### config.mk
export PLATFORM = sky130hd
export DESIGN_NAME = regfile_gen
export DESIGN_NICKNAME = d
export VERILOG_FILES = /design/src/rtl/regfile_pkg.sv /design/src/rtl/regfile_rd_port.sv /design/src/rtl/regfile_gen.sv
export SDC_FILE = /design/constraint.sdc
export NUM_CORES = 2
export LEC_CHECK = 0
export ABC_AREA = 0
export CORE_MARGIN = 1.5
export CORE_UTILIZATION = 43
export DETAILED_ROUTE_END_ITERATION = 8
export DONT_BUFFER_PORTS = 1
export GPL_ROUTABILITY_DRIVEN = 0
export PLACE_DENSITY = 0.54
export SLEW_MARGIN = 20
export SYNTH_ARGS = -nofsm -noshare
export SYNTH_HDL_FRONTEND = slang
export SYNTH_SLANG_ARGS = --single-unit
### constraint.sdc
create_clock -name clk -period 2.2 [get_ports clk]
set_input_delay 0.11 -clock clk [delete_from_list [all_inputs] [get_ports clk]]
set_output_delay 0.11 -clock clk [all_outputs]
set_load 0.05 [all_outputs]
### src/rtl/regfile_pkg.sv
// rtl/regfile_pkg.sv - shared types and helpers for the parametrised register file
package regfile_pkg;

    typedef enum logic [0:0] {
        ST_IDLE  = 1'b0,
        ST_CLEAR = 1'b1
    } state_e;

    function automatic int nbytes(input int data_w);
        return data_w / 8;
    endfunction

endpackage

### src/rtl/regfile_rd_port.sv
// rtl/regfile_rd_port.sv - one combinational read port: address mux, zero forcing, bypass merge
module regfile_rd_port
    import regfile_pkg::*;
#(
    parameter int DATA_W   = 32,
    parameter int ADDR_W   = 5,
    parameter int ZERO_REG = 1,
    parameter int BYPASS   = 1
) (
    input  logic [(2**ADDR_W)-1:0][DATA_W-1:0] mem,
    input  logic [ADDR_W-1:0]                  raddr,
    input  logic                               wr_fire,
    input  logic [ADDR_W-1:0]                  waddr,
    input  logic [DATA_W/8-1:0]                wbe,
    input  logic [DATA_W-1:0]                  wdata,
    output logic [DATA_W-1:0]                  rdata
);

    localparam int NB = nbytes(DATA_W);

    always_comb begin
        rdata = mem[raddr];
        if (BYPASS != 0 && wr_fire && waddr == raddr) begin
            for (int i = 0; i < NB; i++) begin
                if (wbe[i]) begin
                    rdata[8*i +: 8] = wdata[8*i +: 8];
                end
            end
        end
        // Zero forcing last so it also masks a bypassed write to entry 0.
        if (ZERO_REG != 0 && raddr == '0) begin
            rdata = '0;
        end
    end

endmodule

### src/rtl/regfile_gen.sv
// rtl/regfile_gen.sv - parametrised register file with byte-enabled writes and sequential soft clear
module regfile_gen
    import regfile_pkg::*;
#(
    parameter int DATA_W   = 32,
    parameter int ADDR_W   = 5,
    parameter int ZERO_REG = 1,
    parameter int BYPASS   = 1
) (
    input  logic                clk,
    input  logic                rst,
    input  logic                we,
    output logic                wready,
    input  logic [ADDR_W-1:0]   waddr,
    input  logic [DATA_W/8-1:0] wbe,
    input  logic [DATA_W-1:0]   wdata,
    input  logic [ADDR_W-1:0]   raddr1,
    input  logic [ADDR_W-1:0]   raddr2,
    output logic [DATA_W-1:0]   rdata1,
    output logic [DATA_W-1:0]   rdata2,
    input  logic                clr_req,
    output logic                clr_busy
);

    localparam int DEPTH = 2**ADDR_W;
    localparam int NB    = nbytes(DATA_W);

    logic [DEPTH-1:0][DATA_W-1:0] mem;
    state_e                       state;
    logic [ADDR_W-1:0]            cnt;
    logic                         wr_fire;
    logic                         wr_drop;

    assign wready   = (state == ST_IDLE);
    assign clr_busy = (state == ST_CLEAR);
    assign wr_fire  = we && wready;
    assign wr_drop  = (ZERO_REG != 0) && (waddr == '0);

    always_ff @(posedge clk) begin
        if (rst) begin
            mem   <= '0;
            state <= ST_IDLE;
            cnt   <= '0;
        end else begin
            case (state)
                ST_IDLE: begin
                    if (wr_fire && !wr_drop) begin
                        for (int i = 0; i < NB; i++) begin
                            if (wbe[i]) begin
                                mem[waddr][8*i +: 8] <= wdata[8*i +: 8];
                            end
                        end
                    end
                    // A write in the same cycle lands first and is then erased by the clear.
                    if (clr_req) begin
                        state <= ST_CLEAR;
                        cnt   <= '0;
                    end
                end
                ST_CLEAR: begin
                    mem[cnt] <= '0;
                    cnt      <= cnt + 1'b1;
                    if (cnt == ADDR_W'(DEPTH - 1)) begin
                        state <= ST_IDLE;
                    end
                end
                default: state <= ST_IDLE;
            endcase
        end
    end

    regfile_rd_port #(
        .DATA_W  (DATA_W),
        .ADDR_W  (ADDR_W),
        .ZERO_REG(ZERO_REG),
        .BYPASS  (BYPASS)
    ) u_rd1 (
        .mem    (mem),
        .raddr  (raddr1),
        .wr_fire(wr_fire),
        .waddr  (waddr),
        .wbe    (wbe),
        .wdata  (wdata),
        .rdata  (rdata1)
    );

    regfile_rd_port #(
        .DATA_W  (DATA_W),
        .ADDR_W  (ADDR_W),
        .ZERO_REG(ZERO_REG),
        .BYPASS  (BYPASS)
    ) u_rd2 (
        .mem    (mem),
        .raddr  (raddr2),
        .wr_fire(wr_fire),
        .waddr  (waddr),
        .wbe    (wbe),
        .wdata  (wdata),
        .rdata  (rdata2)
    );

endmodule
# After elaboration in Yosys (flattened, before gate mapping)
# Cells that the tools add are included.
[totals] regBits=1030 latchBits=0 ramBits=0 mem_bits_ro=0 inputBits=55 output_inout_bits=66 elab_cells=109 memories=0
[op_classes] addsub=1 n_mul=0 n_div=0 n_lt_le_gt_ge=6 n_eq_ne=5 shifts=0 n_mux=50 bitwise_logic=3 reduce_logical=10
[op_table] operator="1024-bit two-way mux" n=14
[op_table] operator="1024-bit bitwise mux" n=4
[op_table] operator="1024-bit one-hot mux with 2 select lines" n=1
[op_table] operator="1024-bit bitwise AND" n=1
[op_table] operator="1024-bit NOT" n=1
[op_table] operator="32-bit demux with 5-bit select" n=5
[op_table] operator="32-bit binary-select mux with 5-bit select" n=2
[op_table] operator="32-bit two-way mux" n=8
[op_table] operator="8-bit two-way mux" n=9
[op_table] operator="5-bit by 6-bit < comparator with 1-bit output, second input constant" n=4
[op_table] operator="24-bit two-way mux" n=1
[op_table] operator="16-bit two-way mux" n=1
[op_table] operator="5-bit logical NOT" n=3
[op_table] operator="5-bit equality test" n=2
[op_table] operator="5-bit by 1-bit greater-or-equal comparator with 1-bit output, second input constant" n=2
[op_table] operator="5-bit one-hot mux with 2 select lines" n=1
[op_table] operator="1-bit logical AND" n=6
[op_table] operator="5-bit by 1-bit adder with 5-bit output, second input constant" n=1
[op_table] operator="5-bit equality test, second input constant" n=1
[op_table] operator="5-bit two-way mux" n=1
[op_table] operator="2-bit by 1-bit inequality test with 1-bit output, second input constant" n=2
[op_table] operator="1-bit two-way mux" n=2
[op_table] operator="1-bit one-hot mux with 2 select lines" n=1
[op_table] operator="1-bit logical NOT" n=1
[op_table] operator="1-bit NOT" n=1

# Logic depth before layout (Yosys ltp)
[logic_depth] depth_word=23 depth_mapped=10 ltp_nobuf=7

# Hierarchy
# From an unflattened synthesis, not the netlist that was laid out.
[hier_totals] hier_cells=6970 hier_area_um2=62513.7
[modules_own_cells] mod="regfile_gen" instances=1 cells_per_inst=5194 area_each_um2=44896.8 seq_area_each_um2=20619.8
[modules_own_cells] mod="regfile_rd_port" instances=2 cells_per_inst=888 area_each_um2=8808.4 seq_area_each_um2=0.0

# Worst setup path before layout
# OpenSTA, ideal clock, no wires.
[synth_timing] path_kind="register to output" start="reg state (netlist: clr_busy)" end="out rdata1[10]" t_arrival_ps=2859 required_ps=2090 setup_slack_ps=-769 stages_incl_launch_ff=7 n_path_buf=1 cell_sequence="dfxtp_1 > inv_2 > nand2_1 > nor3_1 > clkbuf_1 > a211oi_1 > nor3_1"
[synth_via] elab_chain_len=5
[synth_rtl] element="start, declared" line="regfile_gen.sv:29" text="state_e state;"
[synth_rtl] element="start signal, assigned" line="regfile_gen.sv:42" text="state <= ST_IDLE;"
[synth_rtl] element="start signal, assigned" line="regfile_gen.sv:56" text="state <= ST_CLEAR;"
[synth_rtl] element="start signal, assigned" line="regfile_gen.sv:64" text="state <= ST_IDLE;"
[synth_rtl] element="1-bit NOT"
[synth_rtl] element="via wready" line="regfile_gen.sv:13" text="output logic wready,"
[synth_rtl] element="1-bit logical AND" line="regfile_gen.sv:36" text="assign wr_fire = we && wready;"
[synth_rtl] element="1-bit logical AND" line="regfile_rd_port.sv:23" text="if (BYPASS != 0 && wr_fire && waddr == raddr) begin"
[synth_rtl] element="32-bit two-way mux" line="regfile_rd_port.sv:23"
[synth_rtl] element="32-bit two-way mux" line="regfile_rd_port.sv:31" text="if (ZERO_REG != 0 && raddr == '0) begin"
[synth_rtl] element="end, declared" line="regfile_gen.sv:19" text="output logic [DATA_W-1:0] rdata1,"
# The timed path passes the listed nets, and every way through them passes these cells.

# Worst setup path after layout
[layout_timing] start="in raddr2[1]" end="out rdata2[4]"
[layout_via] elab_chain_len=5 elab_cells_between_ends=8 cone_classes="eq/ne: 1; mux: 5; reduce/logical: 2"
[layout_rtl] element="start, declared" line="regfile_gen.sv:18" text="input logic [ADDR_W-1:0] raddr2,"
[layout_rtl] element="32-bit binary-select mux with 5-bit select" line="regfile_rd_port.sv:22" text="rdata = mem[raddr];"
[layout_rtl] element="32-bit two-way mux (not written as such)" line="regfile_rd_port.sv:22"
[layout_rtl] element="8-bit two-way mux" line="regfile_rd_port.sv:25" text="if (wbe[i]) begin"
[layout_rtl] element="32-bit two-way mux" line="regfile_rd_port.sv:23"
[layout_rtl] element="32-bit two-way mux (*)" line="regfile_rd_port.sv:31"
[layout_rtl] element="end, declared" line="regfile_gen.sv:20" text="output logic [DATA_W-1:0] rdata2,"
# Mark *: on every way between the ends. The rest lies on a longest branch, timed or not. The select of a mux whose other input is x is not followed.

==> reports/summary.log <==
qor: yosys.netlist_top_cells_area sky130_fd_sc_hd__dfxtp_1, sky130_fd_sc_hd__mux4_2, sky130_fd_sc_hd__a21oi_1, sky130_fd_sc_hd__nand2_1, sky130_fd_sc_hd__o21ai_0
qor: route.vias 52200
qor: timing.max_slew.worst_pin.slew 2.14 ns
qor: power_and_ir_drop.vdd.ir_drop.worst 0.695 mV
qor: floorplanning.dieArea 129000 um^2
qor: finish.n_fill_cell 11400
qor: route.drt_pre_antenna_iters 9
qor: timing.number_of_hold_slack_violations_in_the_final_timing_report 453
qor: worst_setup_path.crit_path_end_kind output port
qor: yosys.syn-cell-area 54600 um^2
qor: timing.maxClockFrequency 340 MHz
qor: cts.tritoncts done
qor: worst_setup_path.timing.critical_path.from_type primary input
qor: cts.clkTransAtPathRegs 0.06 ns
qor: worst_setup_path.crit_path_cell_trace xnor2_1 -> nand3_2 -> buf_4 -> or2_2 -> o21ai_0 -> buf_4 -> o221ai_4 -> buf_12
qor: worst_setup_path.ff2ff_setup_slack -0.03 ns
qor: floorplanning.placeable_core_region 126000 um^2
qor: worst_setup_path.r2r-start clr_busy
qor: placed_design.dpl_worst_slack -0.372 ns
qor: yosys.ys.flop_type sky130_fd_sc_hd__dfxtp_1
qor: timing.skew 0.0211 ns
qor: timing.timing_max_transition_violations_final 438
qor: hold_path.hold_path.class in -> reg
qor: power_and_ir_drop.internal-power 32200 uW
qor: yosys.synth.distinct_cells 65
qor: worst_setup_path.reg2reg_depth 8
qor: global_route.gr-total-overflow 0
qor: power_and_ir_drop.fraction_of_power_spent_switching_nets 0.252
qor: yosys.ys.warnings.count 0
qor: finish.layout.area.seq 20700 um^2
qor: floorplanning.design.portCount 121
qor: route.route.final.wire_length 247000 um
qor: yosys.syn_area_per_cell 9.23 um^2
qor: global_route.grt_max_degree 920
qor: timing.final_critical_period 2.94 ns
qor: cts.cts_buffers 114
qor: timing.setup_slack -0.738 ns
qor: floorplanning.floorplan.initialDensity 0.434
qor: yosys.yosysTopAreaCellShare 0.378
qor: floorplanning.die_x 359 um
qor: route.avgViaCountPerCell 6.70
qor: yosys.yosysMostFrequentCell sky130_fd_sc_hd__dfxtp_1
qor: finish.post_layout_nonfiller_instances 7788
qor: run_status.violations hold timing, slew limit, setup timing
qor: cts.maximum_count_of_clock_buffers_along_a_single_path 3
qor: timing.final.period_utilization 1.34
qor: power_and_ir_drop.power.combinational.fraction 0.094
qor: global_route.globalRouteTotalUtil 0.369
qor: timing.timing.slew.headroom -0.429
qor: worst_setup_path.endpoint rdata2[4]
qor: worst_setup_path.crit-reg2reg-capture mem[416]
qor: route.drt_first_iter_violations 8066
qor: floorplanning.die_y 359 um
qor: yosys.synth.yosys.seq_area_share 0.378
qor: yosys.mappedNetlistNets 5978
qor: cts.root_buffer_selected_by_cts sky130_fd_sc_hd__clkbuf_16
qor: finish.final_layout_size_suffix_gt1_frac 0.248
qor: cts.cts.sink_count 1030
qor: yosys.mapped_cells 5918
qor: timing.timing.hold.ws -0.510 ns
qor: floorplanning.placement_rows 130
qor: placed_design.io_buffers 0
qor: timing.unrepaired_setup_endpoints_after_global_routing true
qor: worst_setup_path.worstPathRequired 2.09 ns
qor: job.max_capacitance_violation_count 0
qor: global_route.antenna_violations_before_repair 9
qor: worst_setup_path.arrival 2.83 ns
qor: power_and_ir_drop.power-per-cell-area 656 nW/um^2
qor: placed_design.detailed_place_hpwl 155000 um
qor: route.routed_wire_length_per_instance 31.8 um
qor: cts.worst_skew_late_latency 0.75 ns
qor: worst_setup_path.crit_slowest_cell sky130_fd_sc_hd__xnor2_1
qor: route.detail_route.drc_violations 0
qor: finish.area_taken_by_multi_input_logic_gates 32800 um^2
qor: finish.design.final.nets 6097
qor: yosys.post_synthesis_async_set_or_reset_flop_share 0
qor: worst_setup_path.criticalPathCategory in -> out
qor: worst_setup_path.critPathLaunch raddr2[1]
qor: run_status.run_status finished with violations
qor: placed_design.place_inst 7452
qor: global_route.first_pass_grt_wire_length 352000 um
qor: worst_setup_path.worst-path-max-fanout 209
qor: finish.final_core_utilization 0.523
qor: power_and_ir_drop.p_leak 0.0220 uW
qor: power_and_ir_drop.power 43100 uW
qor: power_and_ir_drop.share_of_total_power_in_the_clock_network 0.472
qor: global_route.vias_in_the_first_global_route 49300
qor: timing.setup-violations-final 91
qor: yosys.synth_top_cells_by_count sky130_fd_sc_hd__dfxtp_1, sky130_fd_sc_hd__nand2_1, sky130_fd_sc_hd__a21oi_1
qor: finish.area_growth_syn_to_layout 20.3%
qor: power_and_ir_drop.total_switching_power 10900 uW
qor: yosys.post-synth-top-area-cell sky130_fd_sc_hd__dfxtp_1
qor: worst_setup_path.cp_common_cell sky130_fd_sc_hd__buf_4
qor: route.drtAntennaViolNets 0
qor: power_and_ir_drop.power_frac_seq 0.434
qor: yosys.number_of_flops_mapped_to_enable_cells_by_yosys 0
qor: yosys.synth_seq_cells 1030
qor: cts.cts_htree_levels 3
qor: worst_setup_path.critPathMaxStageDelay 0.44 ns
per-stage QoR:
| step | area [um^2] | TNS [ns] |
|---|---|---|
| floorplan | 55000 | -1.10 |
| global placement | 59200 | -3.26 |
| detailed placement | 59200 | -2.48 |
| CTS | 65000 | -35.14 |
| global route | 65700 | -39.06 |
| finish | 65700 | -38.55 |
worst max-delay path: cells and delay by family:
family,cells,cell delay [ns]
buffers and inverters,3,0.73
xor gates and xnor gates,1,0.44
AOI/OAI and AO/OA,2,0.51
and+or+nand+nor,2,0.69
power groups by stage:
stage               Clock, uW  Combinational, uW  Sequential, uW
floorplan                   0               2640           19100
global placement            0               3410           19100
detailed placement          0               3410           19100
CTS                     20400               3720           18700
global route            21100               4060           18700
finish                  20400               4040           18700
sequential cells by signal, summed over array words and instances, names as in the netlist:
| name | flops |
|---|---|
| cnt | 5 |
| clr_busy | 1 |
| mem | 1024 |
cell type report:
type | count | area share
multi-input cells | 4295 | 0.500
diodes | 10 | 0.000381
clock inverters | 28 | 0.00615
flip-flops and latches | 1030 | 0.314
inverters | 6 | 0.000514
well taps | 1650 | 0.0314
clock buffers | 179 | 0.0533
repair buffers | 590 | 0.0942
worst min-delay path by stage:
stage            start  endpoint  slack (ns)  depth (start not counted)
2_1_floorplan  clr_req  clr_busy        0.25                          2
3_3_place_gp       rst  mem[188]        0.28                          1
3_5_place_dp       rst  mem[221]        0.29                          1
4_1_cts            rst  mem[221]       -0.50                          1
5_1_grt            rst  mem[189]       -0.57                          1
6_report           rst  mem[189]       -0.51                          1
per-layer routing:
| metal | wire, um | vias up | track usage |
|---|---|---|---|
| met5 | 22 | - | 0.000740 |
| met4 | 15600 | 4 | 0.200 |
| met3 | 32000 | 743 | 0.115 |
| li1 | - | 22200 | - |
| met1 | 92800 | 25700 | 0.477 |
| met2 | 107000 | 3581 | 0.548 |
layout by cell type (no fill, tap or decap), types with 122 or more instances in the layout:
cell                        instances
sky130_fd_sc_hd__dfxtp_1         1004
sky130_fd_sc_hd__nor2_1           298
sky130_fd_sc_hd__mux4_2           473
sky130_fd_sc_hd__o21ai_0          530
sky130_fd_sc_hd__clkbuf_16        122
sky130_fd_sc_hd__nand2_1          915
sky130_fd_sc_hd__a22o_1           130
sky130_fd_sc_hd__buf_4            355
sky130_fd_sc_hd__a21oi_1          760
sky130_fd_sc_hd__o21ai_1          226
sky130_fd_sc_hd__a22oi_1          199
what timing repair did:
action | 4_1_cts | 5_1_grt
pin swaps | 64 | 55
hold buffers | 72 | 5
endpoints found under the hold margin | 998 | 886
gates cloned | 6 | 3
gates resized for setup | 209 | 150
setup buffers | 20 | 16
setup endpoints to repair | 64 | 261
kinds of logic after synthesis:
family,after synthesis,share of synthesized area
compound gates,2118,0.228
xor+xnor,11,0.00176
fa+ha+maj,5,0.00115
buf+inv,597,0.0489
flops,1030,0.378
mux,648,0.229
simple gates,1509,0.114
Power figures use the tool's default switching activity.
